$ cat src/rtl/fpadd_controller_pkg.sv
// ---------------------------------------------------------------------------
// fpadd_controller_pkg
// Shared types and constants for the single-precision adder sequencer:
//   - operand/sum widths of the floating point datapath
//   - fpadd_state_t : sequencer states
//   - ctrl_t        : registered selects and shift fields driven to datapath
//   - sat_shift()   : |exponent difference| clamped to the pre-shift limit
// ---------------------------------------------------------------------------
package fpadd_controller_pkg;

  localparam int EXP_W        = 8;
  localparam int MANT_W       = 23;
  localparam int SUM_W        = MANT_W + 2;
  localparam int PRESHIFT_MAX = 27;
  localparam int SHIFT_W      = 5;
  localparam int DIFF_W       = EXP_W + 1;

  typedef enum logic [2:0] {
    ST_IDLE,
    ST_ALIGN,
    ST_ADD,
    ST_NORM,
    ST_ROUND,
    ST_RENORM,
    ST_DONE
  } fpadd_state_t;

  // Everything the datapath needs that must persist between stages.
  typedef struct packed {
    logic               sel;
    logic [SHIFT_W-1:0] pre_shift;
    logic               add_sub;
    logic               sum_shift_select;
    logic [SHIFT_W-1:0] norm_shift;
    logic               norm_dir;
    logic               exp_incr_select;
    logic               exp_incr;
    logic [SHIFT_W-1:0] exp_amount;
  } ctrl_t;

  // Shifting past mantissa + guard/round/sticky gains nothing, so the
  // magnitude saturates. The two's complement negate also covers -256,
  // whose magnitude 256 still fits in DIFF_W unsigned bits.
  function automatic logic [SHIFT_W-1:0] sat_shift(input logic [DIFF_W-1:0] diff);
    logic [DIFF_W-1:0] mag;
    mag = diff[DIFF_W-1] ? ((~diff) + DIFF_W'(1)) : diff;
    if (mag > DIFF_W'(PRESHIFT_MAX))
      return SHIFT_W'(PRESHIFT_MAX);
    else
      return mag[SHIFT_W-1:0];
  endfunction

endpackage

$ cat src/rtl/fpadd_controller_if.sv
// ---------------------------------------------------------------------------
// fpadd_controller_if
// Bundle between the adder datapath and its sequencer.
//   datapath -> sequencer : go, exp_diff, sign_a, sign_b, mant_sum,
//                           rounded_mant
//   sequencer -> datapath : mux selects, shift amounts, exponent adjust,
//                           stage enables, busy/done/zero_sum status
// modport master : datapath / requester side
// modport slave  : the sequencer (fpadd_controller)
// ---------------------------------------------------------------------------
interface fpadd_controller_if;
  import fpadd_controller_pkg::*;

  logic                 go;
  logic [DIFF_W-1:0]    exp_diff;
  logic                 sign_a;
  logic                 sign_b;
  logic [SUM_W-1:0]     mant_sum;
  logic [SUM_W-1:0]     rounded_mant;

  logic                 exp_select;
  logic                 mant_select;
  logic [SHIFT_W-1:0]   pre_shift;
  logic                 add_sub;
  logic                 sum_shift_select;
  logic [SHIFT_W-1:0]   norm_shift;
  logic                 norm_dir;
  logic                 exp_incr_select;
  logic                 exp_incr;
  logic [SHIFT_W-1:0]   exp_amount;
  logic                 align_en;
  logic                 sum_en;
  logic                 norm_en;
  logic                 round_en;
  logic                 busy;
  logic                 done;
  logic                 zero_sum;

  modport master (
    output go, exp_diff, sign_a, sign_b, mant_sum, rounded_mant,
    input  exp_select, mant_select, pre_shift, add_sub, sum_shift_select,
           norm_shift, norm_dir, exp_incr_select, exp_incr, exp_amount,
           align_en, sum_en, norm_en, round_en, busy, done, zero_sum
  );

  modport slave (
    input  go, exp_diff, sign_a, sign_b, mant_sum, rounded_mant,
    output exp_select, mant_select, pre_shift, add_sub, sum_shift_select,
           norm_shift, norm_dir, exp_incr_select, exp_incr, exp_amount,
           align_en, sum_en, norm_en, round_en, busy, done, zero_sum
  );

endinterface

$ cat src/rtl/fpadd_controller_lod.sv
// ---------------------------------------------------------------------------
// leading_one_detector
// Combinational priority encoder over the Big ALU sum.
//   value    in  SUM_W   magnitude to scan
//   index    out SHIFT_W bit position of the most significant 1
//   all_zero out 1       value has no bits set (index is 0 then)
// ---------------------------------------------------------------------------
module leading_one_detector
  import fpadd_controller_pkg::*;
(
  input  logic [SUM_W-1:0]   value,
  output logic [SHIFT_W-1:0] index,
  output logic               all_zero
);

  // Ascending scan so the highest set bit is the last one written.
  always_comb begin
    index    = '0;
    all_zero = 1'b1;
    for (int i = 0; i < SUM_W; i++) begin
      if (value[i]) begin
        index    = SHIFT_W'(i);
        all_zero = 1'b0;
      end
    end
  end

endmodule

$ cat src/rtl/fpadd_controller.sv
// ---------------------------------------------------------------------------
// fpadd_controller
// Multi-cycle sequencer for the single-precision adder datapath. Accepts a
// go request, latches sign/exponent-difference decisions, then walks the
// datapath through align, add, normalize, round and an optional
// renormalize stage before pulsing done for one cycle.
//   clk   in  rising-edge clock
//   rst_n in  asynchronous active-low reset; all outputs go to 0
//   bus   slave modport of fpadd_controller_if (operands in, controls out)
// All outputs are decoded from state and registered fields only.
// ---------------------------------------------------------------------------
module fpadd_controller
  import fpadd_controller_pkg::*;
(
  input  logic               clk,
  input  logic               rst_n,
  fpadd_controller_if.slave  bus
);

  fpadd_state_t state_q, state_d;
  ctrl_t        ctrl_q, ctrl_d;
  logic         zero_q, zero_d;

  logic [SHIFT_W-1:0] lead_index;
  logic               sum_is_zero;

  // Only the round carry-out matters here; the rest of the rounded
  // mantissa goes straight back into the datapath.
  logic unused_rounded;
  assign unused_rounded = ^bus.rounded_mant[SUM_W-2:0];

  leading_one_detector u_lod (
    .value    (bus.mant_sum),
    .index    (lead_index),
    .all_zero (sum_is_zero)
  );

  // State, control fields and the sticky zero flag share one register
  // stage so reset clears every output in the same instant.
  always_ff @(posedge clk or negedge rst_n) begin
    if (!rst_n) begin
      state_q <= ST_IDLE;
      ctrl_q  <= '0;
      zero_q  <= 1'b0;
    end else begin
      state_q <= state_d;
      ctrl_q  <= ctrl_d;
      zero_q  <= zero_d;
    end
  end

  // Next-state logic updates the control fields on the transition into
  // the stage that uses them, so each stage sees stable Moore values.
  // Output decode follows from state_q and the registered fields.
  always_comb begin
    state_d = state_q;
    ctrl_d  = ctrl_q;
    zero_d  = zero_q;

    unique case (state_q)
      ST_IDLE: begin
        if (bus.go) begin
          ctrl_d.sel       = bus.exp_diff[DIFF_W-1];
          ctrl_d.pre_shift = sat_shift(bus.exp_diff);
          ctrl_d.add_sub   = bus.sign_a ^ bus.sign_b;
          zero_d           = 1'b0;
          state_d          = ST_ALIGN;
        end
      end

      ST_ALIGN: state_d = ST_ADD;

      ST_ADD: begin
        if (sum_is_zero) begin
          zero_d  = 1'b1;
          state_d = ST_DONE;
        end else begin
          // A carry out needs a one-place right shift; otherwise shift
          // left until the leading one lands on the hidden bit.
          if (bus.mant_sum[SUM_W-1]) begin
            ctrl_d.norm_dir   = 1'b1;
            ctrl_d.norm_shift = SHIFT_W'(1);
            ctrl_d.exp_incr   = 1'b1;
            ctrl_d.exp_amount = SHIFT_W'(1);
          end else begin
            ctrl_d.norm_dir   = 1'b0;
            ctrl_d.norm_shift = SHIFT_W'(MANT_W) - lead_index;
            ctrl_d.exp_incr   = 1'b0;
            ctrl_d.exp_amount = SHIFT_W'(MANT_W) - lead_index;
          end
          ctrl_d.sum_shift_select = 1'b0;
          ctrl_d.exp_incr_select  = 1'b0;
          state_d                 = ST_NORM;
        end
      end

      ST_NORM: state_d = ST_ROUND;

      ST_ROUND: begin
        // Rounding overflow: one extra right shift of the rounded value.
        // The bit shifted out is 0, so no second rounding pass is needed.
        if (bus.rounded_mant[SUM_W-1]) begin
          ctrl_d.sum_shift_select = 1'b1;
          ctrl_d.exp_incr_select  = 1'b1;
          ctrl_d.norm_dir         = 1'b1;
          ctrl_d.norm_shift       = SHIFT_W'(1);
          ctrl_d.exp_incr         = 1'b1;
          ctrl_d.exp_amount       = SHIFT_W'(1);
          state_d                 = ST_RENORM;
        end else begin
          state_d = ST_DONE;
        end
      end

      ST_RENORM: state_d = ST_DONE;

      ST_DONE: state_d = ST_IDLE;

      default: state_d = ST_IDLE;
    endcase

    bus.exp_select       = ctrl_q.sel;
    bus.mant_select      = ctrl_q.sel;
    bus.pre_shift        = ctrl_q.pre_shift;
    bus.add_sub          = ctrl_q.add_sub;
    bus.sum_shift_select = ctrl_q.sum_shift_select;
    bus.norm_shift       = ctrl_q.norm_shift;
    bus.norm_dir         = ctrl_q.norm_dir;
    bus.exp_incr_select  = ctrl_q.exp_incr_select;
    bus.exp_incr         = ctrl_q.exp_incr;
    bus.exp_amount       = ctrl_q.exp_amount;
    bus.align_en         = (state_q == ST_ALIGN);
    bus.sum_en           = (state_q == ST_ADD);
    bus.norm_en          = (state_q == ST_NORM) || (state_q == ST_RENORM);
    bus.round_en         = (state_q == ST_ROUND);
    bus.busy             = (state_q != ST_IDLE);
    bus.done             = (state_q == ST_DONE);
    bus.zero_sum         = zero_q;
  end

endmodule
$ cat src/flat_wrapper.sv
// flat-port wrapper written by rule: the top's interface ports become plain ports
module fpadd_controller_flat import fpadd_controller_pkg::*;
  (clk, rst_n, bus_go, bus_exp_diff, bus_sign_a, bus_sign_b, bus_mant_sum, bus_rounded_mant, bus_exp_select, bus_mant_select, bus_pre_shift, bus_add_sub, bus_sum_shift_select, bus_norm_shift, bus_norm_dir, bus_exp_incr_select, bus_exp_incr, bus_exp_amount, bus_align_en, bus_sum_en, bus_norm_en, bus_round_en, bus_busy, bus_done, bus_zero_sum);
  fpadd_controller_if bus_i ();
  input  logic clk;
  input  logic rst_n;
  input wire logic [$bits(bus_i.go)-1:0] bus_go;
  input wire logic [$bits(bus_i.exp_diff)-1:0] bus_exp_diff;
  input wire logic [$bits(bus_i.sign_a)-1:0] bus_sign_a;
  input wire logic [$bits(bus_i.sign_b)-1:0] bus_sign_b;
  input wire logic [$bits(bus_i.mant_sum)-1:0] bus_mant_sum;
  input wire logic [$bits(bus_i.rounded_mant)-1:0] bus_rounded_mant;
  output wire logic [$bits(bus_i.exp_select)-1:0] bus_exp_select;
  output wire logic [$bits(bus_i.mant_select)-1:0] bus_mant_select;
  output wire logic [$bits(bus_i.pre_shift)-1:0] bus_pre_shift;
  output wire logic [$bits(bus_i.add_sub)-1:0] bus_add_sub;
  output wire logic [$bits(bus_i.sum_shift_select)-1:0] bus_sum_shift_select;
  output wire logic [$bits(bus_i.norm_shift)-1:0] bus_norm_shift;
  output wire logic [$bits(bus_i.norm_dir)-1:0] bus_norm_dir;
  output wire logic [$bits(bus_i.exp_incr_select)-1:0] bus_exp_incr_select;
  output wire logic [$bits(bus_i.exp_incr)-1:0] bus_exp_incr;
  output wire logic [$bits(bus_i.exp_amount)-1:0] bus_exp_amount;
  output wire logic [$bits(bus_i.align_en)-1:0] bus_align_en;
  output wire logic [$bits(bus_i.sum_en)-1:0] bus_sum_en;
  output wire logic [$bits(bus_i.norm_en)-1:0] bus_norm_en;
  output wire logic [$bits(bus_i.round_en)-1:0] bus_round_en;
  output wire logic [$bits(bus_i.busy)-1:0] bus_busy;
  output wire logic [$bits(bus_i.done)-1:0] bus_done;
  output wire logic [$bits(bus_i.zero_sum)-1:0] bus_zero_sum;
  assign bus_i.go = bus_go;
  assign bus_i.exp_diff = bus_exp_diff;
  assign bus_i.sign_a = bus_sign_a;
  assign bus_i.sign_b = bus_sign_b;
  assign bus_i.mant_sum = bus_mant_sum;
  assign bus_i.rounded_mant = bus_rounded_mant;
  assign bus_exp_select = bus_i.exp_select;
  assign bus_mant_select = bus_i.mant_select;
  assign bus_pre_shift = bus_i.pre_shift;
  assign bus_add_sub = bus_i.add_sub;
  assign bus_sum_shift_select = bus_i.sum_shift_select;
  assign bus_norm_shift = bus_i.norm_shift;
  assign bus_norm_dir = bus_i.norm_dir;
  assign bus_exp_incr_select = bus_i.exp_incr_select;
  assign bus_exp_incr = bus_i.exp_incr;
  assign bus_exp_amount = bus_i.exp_amount;
  assign bus_align_en = bus_i.align_en;
  assign bus_sum_en = bus_i.sum_en;
  assign bus_norm_en = bus_i.norm_en;
  assign bus_round_en = bus_i.round_en;
  assign bus_busy = bus_i.busy;
  assign bus_done = bus_i.done;
  assign bus_zero_sum = bus_i.zero_sum;
  fpadd_controller u_core (.clk(clk), .rst_n(rst_n), .bus(bus_i));
endmodule
$ cat config.mk
export PLATFORM = sky130hd
export DESIGN_NAME = fpadd_controller_flat
export DESIGN_NICKNAME = d
export VERILOG_FILES = /design/src/rtl/fpadd_controller_pkg.sv /design/src/rtl/fpadd_controller_if.sv /design/src/rtl/fpadd_controller_lod.sv /design/src/rtl/fpadd_controller.sv /design/src/flat_wrapper.sv
export SDC_FILE = /design/constraint.sdc
export NUM_CORES = 1
export LEC_CHECK = 0
export ABC_AREA = 1
export CAP_MARGIN = 15
export CORE_ASPECT_RATIO = 1.25
export CORE_MARGIN = 4
export CORE_UTILIZATION = 30
export DETAILED_ROUTE_END_ITERATION = 8
export GPL_TIMING_DRIVEN = 0
export PLACE_DENSITY = 0.69
export SYNTH_ARGS = -nofsm -noshare
export SYNTH_HDL_FRONTEND = slang
export SYNTH_SLANG_ARGS = --single-unit
$ cat constraint.sdc
create_clock -name clk -period 2.9 [get_ports clk]
set_input_delay 0.29 -clock clk [delete_from_list [all_inputs] [get_ports clk]]
set_output_delay 0.29 -clock clk [all_outputs]
set_load 0.005 [all_outputs]
==> key figures, run 1 <==
STA
  – Tightest Pin Transition: 0.808 ns
  – Setup WS post-layout: 1.02 ns
  – RSZ-0062 raised after global routing: no
  – Slew HR: 45.9%
  – Final Max Slew Viols: 0
  – Fin. Hold Viols: 0
  – Setup tns final: 0 ns
  – Fin crit share: 64.7%
  – Clock skew: 0.00251 ns
  – Fmax: 0.533 GHz
  – Final Critical Period: 1.88 ns
  – Final Setup Violations: 0

Setup path
  – CP Class: register to output port
  – WP buf/inv: 2
  – CP startpoint kind: register
  – Critical Path RT: 2.61 ns
  – CP max-delay cell: clkdlybuf4s50_1
  – Slowest cell delay on critical path: 0.54 ns
  – Crit path capture type: output port
  – Critical Path AT: 1.59 ns
  – Crit path top cell by count: nor2_1
  – R2r worst-path depth: 7
  – Worst Path Max Fanout: 5
  – CP cell instances: nor2_1, inv_1, nor2_1, clkdlybuf4s50_1
  – Largest delay share family, worst path: buffers and inverters
  – Reg2Reg Launch Point: u_core.state_q[0]
  – R2R Path End: u_core.bus.exp_amount[3]
  – Internal reg-to-reg setup slack: 1.31 ns

Power and ir drop
  – Leak Pwr: 1.01 nW
  – Total power per unit cell area: 627 nW/um2
  – Cell internal pwr: 0.000847 W
  – Reg power frac: 32.3%
  – Total net switching power: 0.000437 W
  – Peak supply drop: 0.319 mV
  – Logic pwr share: 54.7%
  – Switching Share: 34.0%
  – Clock share of power: 13.0%

Logic synthesis
  – Simple-gate share of the synthesized area: 32.7%
  – Avg Cell Area, Syn: 6.50 um2
  – Synth Area in XOR/XNOR: 2.79%
  – Number of distinct library cells after synthesis: 24
  – Sequential element share of the synthesized area: 35.9%
  – Mux cell area share after synthesis: 0%
  – Largest family of logic cells by synthesized area: simple AND/OR/NAND/NOR gates
  – FF+latch count, synth: 18
  – Synthesized area: 1250 um2
  – Syn_nets: 258
  – Area fraction in compound gates after synthesis: 11.4%
  – Synth Instances: 193
  – Ys Warns: 0
  – Adder-Cell Fraction of Synth Area: 0.998%

CTS
  – Deepest clock path buffer count: 2
  – CTS tree: yes
  – # Post-CTS Setup Buffers: 0
  – Skew-Pair Late Insertion Delay: 0.24 ns
  – Clock-pin slew on the worst setup and hold paths: 0.06 ns
  – H-tree level count: 1
  – Num Clock Sinks: 18
  – Cts-stage hold buffer count: 0
  – Clock buffer count from CTS: 3
  – Clock Tree Root: clkbuf_8
  – Post-CTS sizing: 0

Layout
  – Register Area: 450 um2
  – Nets: 331
  – N_diodes: 0
  – Fraction of layout cells with a size suffix above 1: 6.82%
  – Multi-input logic area: 601 um2
  – Total of fill cells in the finished design: 434
  – Final core occ: 50.3%
  – Synth-to-Final Area Change: 63.2%

Route
  – DRT antenna net count: 0
  – DR WL/cell: 10.4 um
  – Vias per cell: 4.35
  – DRC: 0
  – DR vias: 1393
  – Post-Route WL: 3310 um
  – DRT iter0 DRCs: 36
  – Detailed Routing Iterations Pass 1: 4

Run status
  – Outcome: finished clean

Floorplan
  – Initial Util: 30.8%
  – IO Count: 93
  – Die Ht: 80.3 um
  – DIE WIDTH: 65.8 um
  – Num rows: 26
  – CORE AREA: 4070 um2
  – Die ar.: 5280 um2

Min path
  – Hold Startpoint: u_core.bus.zero_sum
  – Min-Delay Path Class: register to register
  – Worst hold stages: 2
  – Hold Crit Endpoint: u_core.bus.zero_sum

Job
  – Max_cap viols: 0

Global routing
  – Total grt overflow: 0
  – Largest net degree at the start of global routing: 19
  – Initial antenna violation count: 0
  – Vias in the first global route: 1383
  – Global-route wire length before repair: 5570 um
  – GRT Total Usage: 13.1%

Placement
  – GP Congestion: 0.815
  – IO Port Bufs: 68
  – DP Worst Slack: 0.842 ns
  – Placed wire-length estimate: 2900 um
[layer usage]
metal / part of all wire, % / up-vias / global-route usage [%]
met3: 9.0 / 2 / 3.50
met5: 0 / - / 0
met2: 53 / 43 / 26.6
met1: 38 / 621 / 12.7
met4: 0.39 / 0 / 2.49
li1: - / 727 / -
[flip-flops by register name, indices dropped and copies added (netlist names)]
register	flops
u_core.bus.exp_amount	5
u_core.bus.pre_shift	5
u_core.state_q	3
u_core.bus.add_sub	1
u_core.bus.exp_incr	1
u_core.bus.exp_incr_select	1
u_core.bus.exp_select	1
u_core.bus.zero_sum	1
[cells by family after synthesis]
| logic type | count (synthesis) |
|---|---|
| and+or+nand+nor | 100 |
| buffers and inverters | 46 |
| AOI/OAI and AO/OA | 24 |
| DFF | 18 |
| xor gates and xnor gates | 4 |
| adders and majority gates | 1 |
[power groups by stage]
| stage | combinational (W) | sequential [W] | clock (W) |
|---|---|---|---|
| finish | 0.000703 | 0.000414 | 0.000166 |
| global route | 0.000791 | 0.000430 | 0.000185 |
| CTS | 0.000721 | 0.000416 | 0.000173 |
| detailed placement | 0.000718 | 0.000419 | 0 |
| global placement | 0.000706 | 0.000416 | 0 |
| floorplan | 0.000305 | 0.000414 | 0 |
[placed cells by master (no fill, tap or decap)]
master / instances
o22a_1: 1
clkdlybuf4s50_1: 68
inv_1: 35
o21ai_0: 12
nand2_1: 64
o21ai_1: 2
o21ai_2: 1
clkbuf_8: 3
nand3_1: 5
xor2_1: 2
o31ai_1: 2
o41ai_1: 1
nor2_1: 23
nor2_4: 1
xnor2_1: 2
nor3_1: 3
a31oi_1: 1
a22oi_1: 1
inv_2: 3
nand4_1: 2
dfrtp_1: 18
a21oi_1: 2
o211ai_1: 1
buf_4: 8
nor3_2: 2
ha_1: 1
[synthesized netlist by cell type]
master	count	area, um2
nand4_1	2	12.5
o22a_1	1	8.76
a22oi_1	1	7.51
ha_1	1	12.5
o211ai_1	1	7.51
o21ai_2	1	8.76
dfrtp_1	18	450
a21oi_1	2	10.0
xor2_1	2	17.5
inv_1	35	131
inv_2	3	11.3
o21ai_1	2	10.0
nor2_4	1	11.3
o31ai_1	2	15.0
nor3_2	2	20.0
nor2_1	23	86.3
nand3_1	5	25.0
o21ai_0	12	60.1
o41ai_1	1	8.76
buf_4	8	60.1
nor3_1	3	15.0
a31oi_1	1	6.26
nand2_1	64	240
xnor2_1	2	17.5
[per-stage QoR]
step	hold WS, ns	cells	total power [W]	area [um2]
final	0.483	320	0.00128	2050
after floorplan	-0.00559	193	0.000719	1250
after global placement	0.463	317	0.00112	2000
after CTS	0.493	320	0.00131	2050
after global routing	0.528	320	0.00141	2050
after detailed placement	0.477	317	0.00114	2000
[worst max path at each step]
stage,startpoint,end,slack (ns),cells past startpoint
after floorplan,bus_mant_sum[2],u_core.bus.exp_amount[0],1.51,24
after global placement,bus_mant_sum[8],u_core.bus.exp_amount[1],0.88,11
after detailed placement,bus_exp_diff[0],u_core.bus.pre_shift[0],0.84,11
after CTS,u_core.state_q[0],bus_round_en,1.00,4
after global routing,bus_mant_sum[2],u_core.bus.exp_amount[0],0.90,25
final,u_core.state_q[0],bus_round_en,1.02,4
[area by class of cell]
cell class	instances	share of cell area, %
Timing Repair Buffer	68	33.3
Multi-Input combinational cell	129	29.4
Sequential cell	18	22.0
Inverter	38	6.97
Tap cell	56	3.43
Buffer	8	2.94
Clock buffer	3	2.02
[worst reg2reg max path, stage by stage, from the launching register on]
cell and delay, ns:
dfrtp_1 0.42, nor2_1 0.14, inv_1 0.07, nor2_1 0.18
nand2_1 0.11, o21ai_2 0.12, nand2_1 0.18, o41ai_1 0.26
No activity file was read; power rests on OpenSTA's default activity.
==> inputs of run 2 (changes only) <==
- clock period: 2.9 -> 1.9 ns (I/O delays scaled with it)
==> results of run 2 <==
Same layout as run 1 (identical final DEF). Status: finished clean.
Main changes from that run: setup slack after placement 0.842 ns -> -0.0580 ns; setup slack after layout 1.02 ns -> 0.124 ns; hold slack 0.483 ns -> 0.413 ns; register-to-register setup slack 1.31 ns -> 0.31 ns; total power 0.00128 W -> 0.00196 W; worst IR drop on VDD 0.319 mV -> 0.487 mV
==> inputs of run 3 (changes only) <==
- HOLD_SLACK_MARGIN: default -> 0.1
- PLACE_DENSITY: 0.69 -> 0.77
==> run 3 against run 2 <==
Global-route usage is 0.21 points higher. Sequential power hardly changed. Critical endpoint is now bus_norm_en. Sequential share of layout area is 0.23 points lower.
==> key figures, run 3 (synthesized netlist as in run 1, its figures left out) <==
Run status
  – Outcome: finished clean

Global routing
  – Initial antenna violation count: 0
  – GRT Total Usage: 13.3%
  – Largest net degree at the start of global routing: 19
  – Global-route wire length before repair: 5550 um
  – Vias in the first global route: 1361
  – Total grt overflow: 0

Layout
  – Final Non-Filler Cells: 321
  – Most common cell after layout, fill and taps aside: clkdlybuf4s50_1
  – Final Cell Area: 2070 um2
  – Most frequent cells in the layout: clkdlybuf4s50_1, nand2_1, inv_1
  – N_diodes: 0
  – Total of fill cells in the finished design: 425
  – Synth-to-Final Area Change: 64.9%
  – Final core occ: 50.8%
  – Fraction of layout cells with a size suffix above 1: 7.92%
  – Nets: 331

Setup path
  – CP startpoint kind: register
  – Largest delay share family, worst path: buffers and inverters
  – Internal reg-to-reg setup slack: 0.34 ns
  – CP max-delay cell: clkdlybuf4s50_1
  – Critical Path AT: 1.55 ns
  – CP cell instances: inv_1, nand3_1, o21ai_0, clkdlybuf4s50_1
  – Slowest cell delay on critical path: 0.54 ns
  – Crit path capture type: output port
  – WP buf/inv: 2
  – Critical Path RT: 1.71 ns
  – CP Class: register to output port
  – Worst Path Max Fanout: 6

Route
  – Post-Route WL: 3370 um
  – DR vias: 1392
  – Met1 WL: 1380 um
  – Met3 wire length: 299 um
  – Highest routed layer: met4
  – DR WL/cell: 10.5 um
  – Routed met2 length: 1680 um
  – Vias per cell: 4.34
  – DRC: 0
  – DRT antenna net count: 0
  – DRT iter0 DRCs: 44
  – Detailed Routing Iterations Pass 1: 4

CTS
  – Skew-Pair Late Insertion Delay: 0.25 ns
  – Clock-pin slew on the worst setup and hold paths: 0.07 ns
  – Deepest clock path buffer count: 2
  – Num Clock Sinks: 18
  – H-tree level count: 1
  – Clock Tree Root: clkbuf_8
  – CTS tree: yes
  – Clock buffer count from CTS: 3

Job
  – Max_cap viols: 0

Floorplan
  – Die Ht: 80.3 um
  – Num rows: 26
  – DIE WIDTH: 65.8 um
  – Initial Util: 30.8%
  – IO Count: 93
  – CORE AREA: 4070 um2
  – Die ar.: 5280 um2

STA
  – Clock skew: 0.00278 ns
  – Fin. Hold Viols: 0
  – Tightest Pin Transition: 0.815 ns
  – Fmax: 0.576 GHz
  – RSZ-0062 raised after global routing: yes
  – Final Max Slew Viols: 0
  – Slew HR: 45.5%
  – Final Setup Violations: 0
  – Fin crit share: 91.3%
  – Final Critical Period: 1.74 ns
  – Setup tns final: 0 ns

Min path
  – Min-Delay Path Class: primary input to async pin

Power and ir drop
  – Peak supply drop: 0.444 mV
  – Total power per unit cell area: 981 nW/um2
  – Leak Pwr: 1.02 nW
  – Total power: 0.00203 W

Placement
  – DP Area: 2000 um2
  – Placed cell count: 317
  – Placed wire-length estimate: 2890 um
  – GP Congestion: 0.746
  – IO Port Bufs: 68
[run 3: layout make-up]
type                    instances  area, um2  area share (%)
inverters                      38        143            6.90
multi-input cells             129        606            29.3
plain buffers                   8       60.1            2.91
repair buffers                 68        683            33.1
flip-flops and latches         18        450            21.8
well taps                      56       70.1            3.39
clock buffers                   4       55.1            2.66
[run 3: worst paths after layout]
| kind | from | endpoint | cells after the start |
|---|---|---|---|
| worst max-delay path | u_core.state_q[2] | bus_norm_en | 4 |
| worst min-delay path | rst_n | u_core.bus.exp_incr | 1 |
| worst max register to register | u_core.state_q[0] | u_core.bus.pre_shift[1] | 7 |
| worst min register to register | u_core.bus.pre_shift[4] | u_core.bus.pre_shift[4] | 2 |
| max in group asynchronous | rst_n | u_core.bus.zero_sum | 1 |
| min in group clk | bus_mant_sum[1] | u_core.bus.zero_sum | 6 |
[run 3: worst reg2reg max path: stages (launching register included)]
cell,delay [ns]
dfrtp_1,0.44
nor2_2,0.14
inv_1,0.07
nor2_1,0.12
nand2_1,0.23
inv_1,0.22
nand2_1,0.07
o22a_1,0.17
[run 3: power breakdown]
| group | total [W] | switching, W | internal, W | leakage (nW) |
|---|---|---|---|---|
| logic | 0.00108 | 0.000453 | 0.000630 | 0.771 |
| registers | 0.000635 | 0.000109 | 0.000526 | 0.224 |
| clock network | 0.000309 | 0.000126 | 0.000184 | 0.0288 |
| total | 0.00203 | 0.000688 | 0.00134 | 1.02 |
[run 3: stage by stage]
stage	hold WS, ns	setup WS [ns]
after floorplan	-0.106	0.516
after global placement	0.465	-0.0460
after global routing	0.467	0.000805
after detailed placement	0.466	-0.0569
final	0.406	0.165
after CTS	0.440	0.0908
[run 3: per-layer routing]
metal	track usage (%)	vias to the layer above
met3	3.50	2
met4	3.11	0
met2	25.0	52
met1	14.5	605
li1	-	733
met5	0	-
[run 3: what timing repair did]
item | in CTS | in global routing
endpoints found under the setup margin | 0 | 3
gates resized for setup | 0 | 4
buffers inserted | 0 | 0
hold buffers | 0 | 0
